--- src/rtl/pwr_rail_ctrl.sv ---
`timescale 1ns/1ps
`default_nettype none
// ============================================================================
// Module   : pwr_rail_ctrl
// Brief    : Power-init step responder; walks six rail enables one at a time
//            toward the filtered step target and confirms each via power-good.
//            Optional brownout monitor in STABLE: define PWR_BROWNOUT_MON_EN.
// Revision : 1.0
// ============================================================================
module pwr_rail_ctrl #(
  parameter int FILT_CYCLES = 4,
  parameter int DEB_CYCLES  = 16,
  parameter int UP_TIMEOUT  = 1000000,
  parameter int DN_TIMEOUT  = 1000000,
  parameter int ROIC_DLY    = 64,
  parameter int CNT_W       = 24
) (
  input  logic       fsm_clk,
  input  logic       rst_n,
  input  logic       pwr_init_step1,
  input  logic       pwr_init_step2,
  input  logic       pwr_init_step3,
  input  logic       pwr_init_step4,
  input  logic       pwr_init_step5,
  input  logic       pwr_init_step6,
  input  logic [5:0] pg_in,
  input  logic       clear_fault,
  output logic [5:0] rail_en,
  output logic       rails_ready,
  output logic       roic_rst_n,
  output logic       pwr_fault,
  output logic [2:0] fault_rail,
  output logic [2:0] level
);

  localparam int FW = $clog2(FILT_CYCLES + 1);
  localparam int DW = $clog2(DEB_CYCLES + 1);
  localparam logic [FW-1:0]    c_filt_last = FW'(FILT_CYCLES - 1);
  localparam logic [DW-1:0]    c_deb_last  = DW'(DEB_CYCLES - 1);
  localparam logic [CNT_W-1:0] c_up_last   = CNT_W'(UP_TIMEOUT - 1);
  localparam logic [CNT_W-1:0] c_dn_last   = CNT_W'(DN_TIMEOUT - 1);
  localparam logic [CNT_W-1:0] c_roic_last = CNT_W'(ROIC_DLY - 1);

  typedef enum logic [1:0] {
    ST_STABLE  = 2'd0,
    ST_RAMP_UP = 2'd1,
    ST_RAMP_DN = 2'd2,
    ST_FAULT   = 2'd3
  } state_t;

  state_t           r_state;
  logic [5:0]       r_step_s1, r_step_s2, r_pg_s1, r_pg_s2;
  logic [2:0]       r_cand, r_target, r_level, r_fault_rail;
  logic [FW-1:0]    r_filt_cnt;
  logic [DW-1:0]    r_deb_cnt;
  logic [CNT_W-1:0] r_tmo_cnt, r_roic_cnt;
  logic [5:0]       r_rail_en;
  logic             r_rails_ready, r_roic_rst_n, r_pwr_fault;

  logic [5:0] w_step_raw;
  logic [2:0] w_step_idx, w_dn_idx, w_fault_num, w_bo_rail;
  logic       w_pg_up, w_pg_dn, w_up_ok, w_dn_ok, w_fault_go, w_bo_fault;

  assign w_step_raw = {pwr_init_step6, pwr_init_step5, pwr_init_step4,
                       pwr_init_step3, pwr_init_step2, pwr_init_step1};

  always_ff @(posedge fsm_clk or negedge rst_n) begin
    if (!rst_n) begin
      r_step_s1 <= '0;
      r_step_s2 <= '0;
      r_pg_s1   <= '0;
      r_pg_s2   <= '0;
    end else begin
      r_step_s1 <= w_step_raw;
      r_step_s2 <= r_step_s1;
      r_pg_s1   <= pg_in;
      r_pg_s2   <= r_pg_s1;
    end
  end

  // Highest asserted step wins.
  always_comb begin
    w_step_idx = 3'd0;
    for (int k = 0; k < 6; k++) begin
      if (r_step_s2[k]) w_step_idx = 3'(k + 1);
    end
  end

  always_ff @(posedge fsm_clk or negedge rst_n) begin
    if (!rst_n) begin
      r_cand     <= 3'd0;
      r_filt_cnt <= '0;
      r_target   <= 3'd0;
    end else if (w_step_idx != r_cand) begin
      r_cand     <= w_step_idx;
      r_filt_cnt <= FW'(1);
      if (FILT_CYCLES <= 1) r_target <= w_step_idx;
    end else if (r_filt_cnt >= c_filt_last) begin
      r_target <= r_cand;
    end else begin
      r_filt_cnt <= r_filt_cnt + 1'b1;
    end
  end

`ifdef PWR_BROWNOUT_MON_EN
  logic [5:0] w_bo_hit;

  for (genvar k = 0; k < 6; k++) begin : g_bo
    logic [DW-1:0] r_bo_cnt;
    logic          w_low;

    assign w_low       = (r_state == ST_STABLE) && r_rail_en[k] && !r_pg_s2[k];
    assign w_bo_hit[k] = w_low && (r_bo_cnt == c_deb_last);

    always_ff @(posedge fsm_clk or negedge rst_n) begin
      if (!rst_n)                      r_bo_cnt <= '0;
      else if (!w_low)                 r_bo_cnt <= '0;
      else if (r_bo_cnt != c_deb_last) r_bo_cnt <= r_bo_cnt + 1'b1;
    end
  end

  always_comb begin
    w_bo_rail = 3'd0;
    for (int k = 5; k >= 0; k--) begin
      if (w_bo_hit[k]) w_bo_rail = 3'(k + 1);
    end
  end
  assign w_bo_fault = |w_bo_hit;
`else
  assign w_bo_fault = 1'b0;
  assign w_bo_rail  = 3'd0;
`endif

  assign w_dn_idx = r_level - 3'd1;
  assign w_pg_up  = r_pg_s2[r_level];
  assign w_pg_dn  = r_pg_s2[w_dn_idx];
  assign w_up_ok  = w_pg_up && (r_deb_cnt == c_deb_last);
  assign w_dn_ok  = !w_pg_dn && (r_deb_cnt == c_deb_last);

  // Confirmation wins over a timeout landing in the same cycle.
  always_comb begin
    w_fault_go  = 1'b0;
    w_fault_num = 3'd0;
    case (r_state)
      ST_STABLE: begin
        w_fault_go  = w_bo_fault;
        w_fault_num = w_bo_rail;
      end
      ST_RAMP_UP: begin
        w_fault_go  = !w_up_ok && (r_tmo_cnt == c_up_last);
        w_fault_num = r_level + 3'd1;
      end
      ST_RAMP_DN: begin
        w_fault_go  = !w_dn_ok && (r_tmo_cnt == c_dn_last);
        w_fault_num = r_level;
      end
      default: begin
        w_fault_go  = 1'b0;
        w_fault_num = 3'd0;
      end
    endcase
  end

  always_ff @(posedge fsm_clk or negedge rst_n) begin
    if (!rst_n) begin
      r_state       <= ST_STABLE;
      r_level       <= 3'd0;
      r_rail_en     <= '0;
      r_tmo_cnt     <= '0;
      r_deb_cnt     <= '0;
      r_roic_cnt    <= '0;
      r_rails_ready <= 1'b0;
      r_roic_rst_n  <= 1'b0;
      r_pwr_fault   <= 1'b0;
      r_fault_rail  <= 3'd0;
    end else begin
      if (!r_rails_ready) begin
        r_roic_cnt   <= '0;
        r_roic_rst_n <= 1'b0;
      end else if (!r_roic_rst_n) begin
        if (r_roic_cnt == c_roic_last) r_roic_rst_n <= 1'b1;
        else                           r_roic_cnt   <= r_roic_cnt + 1'b1;
      end

      case (r_state)
        ST_STABLE: begin
          if (r_target > r_level) begin
            r_rail_en[r_level] <= 1'b1;
            r_tmo_cnt          <= '0;
            r_deb_cnt          <= '0;
            r_state            <= ST_RAMP_UP;
          end else if (r_target < r_level) begin
            r_rail_en[w_dn_idx] <= 1'b0;
            r_tmo_cnt           <= '0;
            r_deb_cnt           <= '0;
            r_rails_ready       <= 1'b0;
            r_roic_rst_n        <= 1'b0;
            r_roic_cnt          <= '0;
            r_state             <= ST_RAMP_DN;
          end
        end
        ST_RAMP_UP: begin
          if (w_up_ok) begin
            r_level       <= r_level + 3'd1;
            r_rails_ready <= (r_level == 3'd5);
            r_state       <= ST_STABLE;
          end else begin
            r_tmo_cnt <= r_tmo_cnt + 1'b1;
            r_deb_cnt <= w_pg_up ? r_deb_cnt + 1'b1 : '0;
          end
        end
        ST_RAMP_DN: begin
          if (w_dn_ok) begin
            r_level <= r_level - 3'd1;
            r_state <= ST_STABLE;
          end else begin
            r_tmo_cnt <= r_tmo_cnt + 1'b1;
            r_deb_cnt <= !w_pg_dn ? r_deb_cnt + 1'b1 : '0;
          end
        end
        ST_FAULT: begin
          if (clear_fault && (r_target == 3'd0)) begin
            r_pwr_fault  <= 1'b0;
            r_fault_rail <= 3'd0;
            r_state      <= ST_STABLE;
          end
        end
        default: r_state <= ST_STABLE;
      endcase

      // Fault entry overrides whatever the state branch scheduled.
      if (w_fault_go) begin
        r_rail_en     <= '0;
        r_level       <= 3'd0;
        r_pwr_fault   <= 1'b1;
        r_fault_rail  <= w_fault_num;
        r_rails_ready <= 1'b0;
        r_roic_rst_n  <= 1'b0;
        r_roic_cnt    <= '0;
        r_state       <= ST_FAULT;
      end
    end
  end

  assign rail_en     = r_rail_en;
  assign rails_ready = r_rails_ready;
  assign roic_rst_n  = r_roic_rst_n;
  assign pwr_fault   = r_pwr_fault;
  assign fault_rail  = r_fault_rail;
  assign level       = r_level;

endmodule
`default_nettype wire

--- config.mk ---
export PLATFORM = sky130hd
export DESIGN_NAME = pwr_rail_ctrl
export DESIGN_NICKNAME = d
export VERILOG_FILES = /design/src/rtl/pwr_rail_ctrl.sv
export SDC_FILE = /design/constraint.sdc
export NUM_CORES = 1
export LEC_CHECK = 0
export ABC_AREA = 1
export BUFFER_PORTS_ARGS = -buffer_cell sky130_fd_sc_hd__buf_2
export CELL_PAD_IN_SITES_DETAIL_PLACEMENT = 1
export CELL_PAD_IN_SITES_GLOBAL_PLACEMENT = 2
export CORE_ASPECT_RATIO = 0.6
export CORE_UTILIZATION = 33
export DETAILED_ROUTE_END_ITERATION = 12
export PLACE_DENSITY_LB_ADDON = 0.1
export REMOVE_ABC_BUFFERS = 1
export SLEW_MARGIN = 30
export SYNTH_ARGS = -nofsm -noshare
export SYNTH_HDL_FRONTEND = slang
export SYNTH_SLANG_ARGS = --single-unit
--- constraint.sdc ---
create_clock -name fsm_clk -period 2.1 [get_ports fsm_clk]
set_input_delay 0.21 -clock fsm_clk [delete_from_list [all_inputs] [get_ports fsm_clk]]
set_output_delay 0.21 -clock fsm_clk [all_outputs]
set_load 0.01 [all_outputs]
==> results.cfg <==
[setup_path]
path_buf_inv = 4
worstPathCellList = buf_4, ha_1, nand3_1, inv_2, nand3_2, nand2_2, nor2_4, buf_4, clkbuf_16, o21a_1
crit_top_cell = buf_4
max_stage_delay_ps = 420
cp-start-kind = flop
arrival_ps = 2260
worst_path_max_delay_cell = dfrtp_1
rr_worst_depth = 10
regToRegSetupSlack_ps = 90
crit_type = flop to flop
crit_path_end_kind = flop
cp_top_family = buffers and inverters
path_depth = 10
worstPathRequired_ps = 2350
path_max_fanout = 19

[sta]
fin_skew_ps = 13.1
period_share_pct = 95.9
whs_ps = 250
fin_crit_ps = 2010
maxSlewHeadroom_pct = 65.8
setup_viol = 0
hold_viol_final = 0
drv_slew = 0
fmax_mhz = 497
fin_setup_tns_ps = 0
worst_slew_pin_slew_ps = 508

[drt]
viasPerCell = 4.89
drtIter0Drc = 265
dr.max_layer_used = met4
wl_um = 16600
wl_met3_um = 508
drt-pass1-iter-count = 4
drtAntennaViolNets = 0
wire_per_inst_um = 15.8
vias = 5132
met2WireLength_um = 6710
drt-met1-wl_um = 9180
drc = 0

[floorplan]
io-pin-count = 30
dieArea_sq_mm = 0.0180
coreArea_sq_mm = 0.0166
initial_core_util_pct = 34.6
dieWidth_um = 172
std_cell_rows = 36
die_y_um = 104

[synth]
ys_seq_area_share_pct = 44.8
syn_area_sq_mm = 0.00575
synthCells = 742
synthDistinctLibCells = 32
yosysWarnings = 0
synth_area_per_cell_sq_um = 7.75
ys.flop_type = dfrtp_1
ys_ff_latch = 103
async_flop_share_pct = 100
synth_edf_count = 0

[job]
drv_cap = 0

[global_routing]
grt.total_usage_pct = 19.6
gr-total-overflow = 0
grt_first_pass_wirelength_um = 27600
grt_pass1_vias = 5301
grt_antenna_before_repair = 0
grt_max_degree = 55

[layout]
final_common_cell = nand2_1
seq_area_sq_mm = 0.00258
fillCellCount = 2047
diodes = 0
multi_input_area_sq_mm = 0.00284
nets = 849
final_cells = 1049
final_cell_mix = nand2_1 (177), dfrtp_1 (103), nor2_1 (93), inv_1 (67), nand3_1 (57)
drive_gt1_share_pct = 14.7
syn2layout_area_growth_pct = 20.4

[cts]
root_buffer = clkbuf_16
cts_max_path_buffers = 2
insertion_delay_ps = 360
clkSlewWorstSetupHoldPaths_ps = 80
htreeDepth = 3
cts_tree = built
clock-sinks = 103
cts-buffers-inserted = 9

[power_and_ir_drop]
powerDensity_mw_per_mm2 = 1070
vdd_ir_drop_max_mv = 0.507
power.leakage_nw = 3.28
p_total_mw = 7.43

[place]
hpwl_um = 12100
place_inst = 1019
io_buffers = 29
routabilityCongestion = 0.821

[outcome]
status = completed

[worst_hold_path]
min_path_cells = 6
hp-class = input pin to flop
-- final cells by class --
type                    count  area share, %
inverters                  74           4.01
flip-flops and latches    103           37.2
well taps                 228           4.12
multi-input cells         545           41.1
clock buffers              11           3.51
clock inverters             4          0.452
repair buffers             84           9.60
-- through the flow --
stage	util [%]	instance area, sq um	setup slack [ps]
after floorplan	-	5620	-736
after global placement	38.5	6400	108
after CTS	41.0	6810	36.2
final	41.7	6920	86.4
after global routing	41.7	6920	-1.85
after detailed placement	38.5	6400	18.6
-- Yosys cell counts (2+ instances only) --
cell type    n  area, sq um
o21a_1       2         15.0
nor2_2       3         18.8
nor2_1      94          353
o21ai_0     50          250
buf_6        5         56.3
nand2_2      3         18.8
nor4_1       7         43.8
buf_2        7         35.0
nand3_1     59          295
o21ai_1     15         75.1
nand4_1     23          144
nand3_2      4         40.0
o22ai_1      3         18.8
ha_1        17          213
nand2_1    182          683
nor3_1      19         95.1
inv_1       69          259
o211ai_1     2         15.0
dfrtp_1    103         2580
clkinv_1     2         7.51
xnor2_1     13          114
a31o_2       4         35.0
xor2_1      23          201
clkbuf_1     6         22.5
inv_2        3         11.3
buf_4        2         15.0
or2_2        4         25.0
a21oi_1     14         70.1
-- routing by layer --
layer  GRT usage (%)  up-vias
met5               0        -
met4            4.87        0
met3            3.84       16
met2            27.8       70
met1            30.1     2482
li1                -     2564
-- worst register-to-register path, delay by kind of cell (launching register included) --
kind	cells	cell delay (ps)
compound gates	1	170
flops	1	420
simple gates	4	410
buf+inv	4	610
fa+ha+maj	1	280
-- state kept, by name (all words and copies together), names as in the netlist --
name and cells:
level 3, pwr_fault 1, r_pg_s2 6, r_filt_cnt 3, r_pg_s1 6, r_step_s2 6, r_step_s1 6, r_tmo_cnt 24
rails_ready 1, r_cand 3, rail_en 6, r_roic_cnt 24, roic_rst_n 1, fault_rail 3, r_state 2, r_target 3
r_deb_cnt 5
-- logic make-up (layout without fill, tap and decap cells) --
logic type	count (synthesis)	after routing	synth area share [%]
AND/OR/NAND/NOR	401	401	30.4
flip-flops	103	103	44.8
buffers and inverters	94	173	7.07
multiplexers	1	1	0.174
AO/OA/AOI/OAI	90	90	8.34
XOR/XNOR	36	36	5.49
adder cells (fa/ha/maj)	17	17	3.70
-- worst paths after layout --
kind,start,endpoint
worst max-delay path,level[0]$_DFFE_PN0P_,r_tmo_cnt[0]$_DFFE_PN0P_
worst min-delay path,clear_fault,pwr_fault$_DFFE_PN0P_
worst max register to register,level[0]$_DFFE_PN0P_,r_tmo_cnt[0]$_DFFE_PN0P_
worst min register to register,r_pg_s1[0]$_DFF_PN0_,r_pg_s2[0]$_DFF_PN0_
max in group asynchronous,rst_n,r_tmo_cnt[15]$_DFFE_PN0P_
min in group asynchronous,rst_n,r_pg_s2[4]$_DFF_PN0_
-- where the power goes --
part / internal (mW) / switching [mW] / leakage (nW)
sequential: 2.22 / 0.170 / 1.34
clock: 0.838 / 0.780 / 0.136
combinational: 1.29 / 2.13 / 1.80
total: 4.35 / 3.08 / 3.28
-- what timing repair did --
action                     CTS  global route
resized for setup            1            23
pin swaps                    0             2
hold endpoints to repair    38             0
setup endpoints to repair    1            44
hold buffers                13             0
buffers inserted             0             1
gates cloned                 0             1
(Power assumes the default switching activity.)
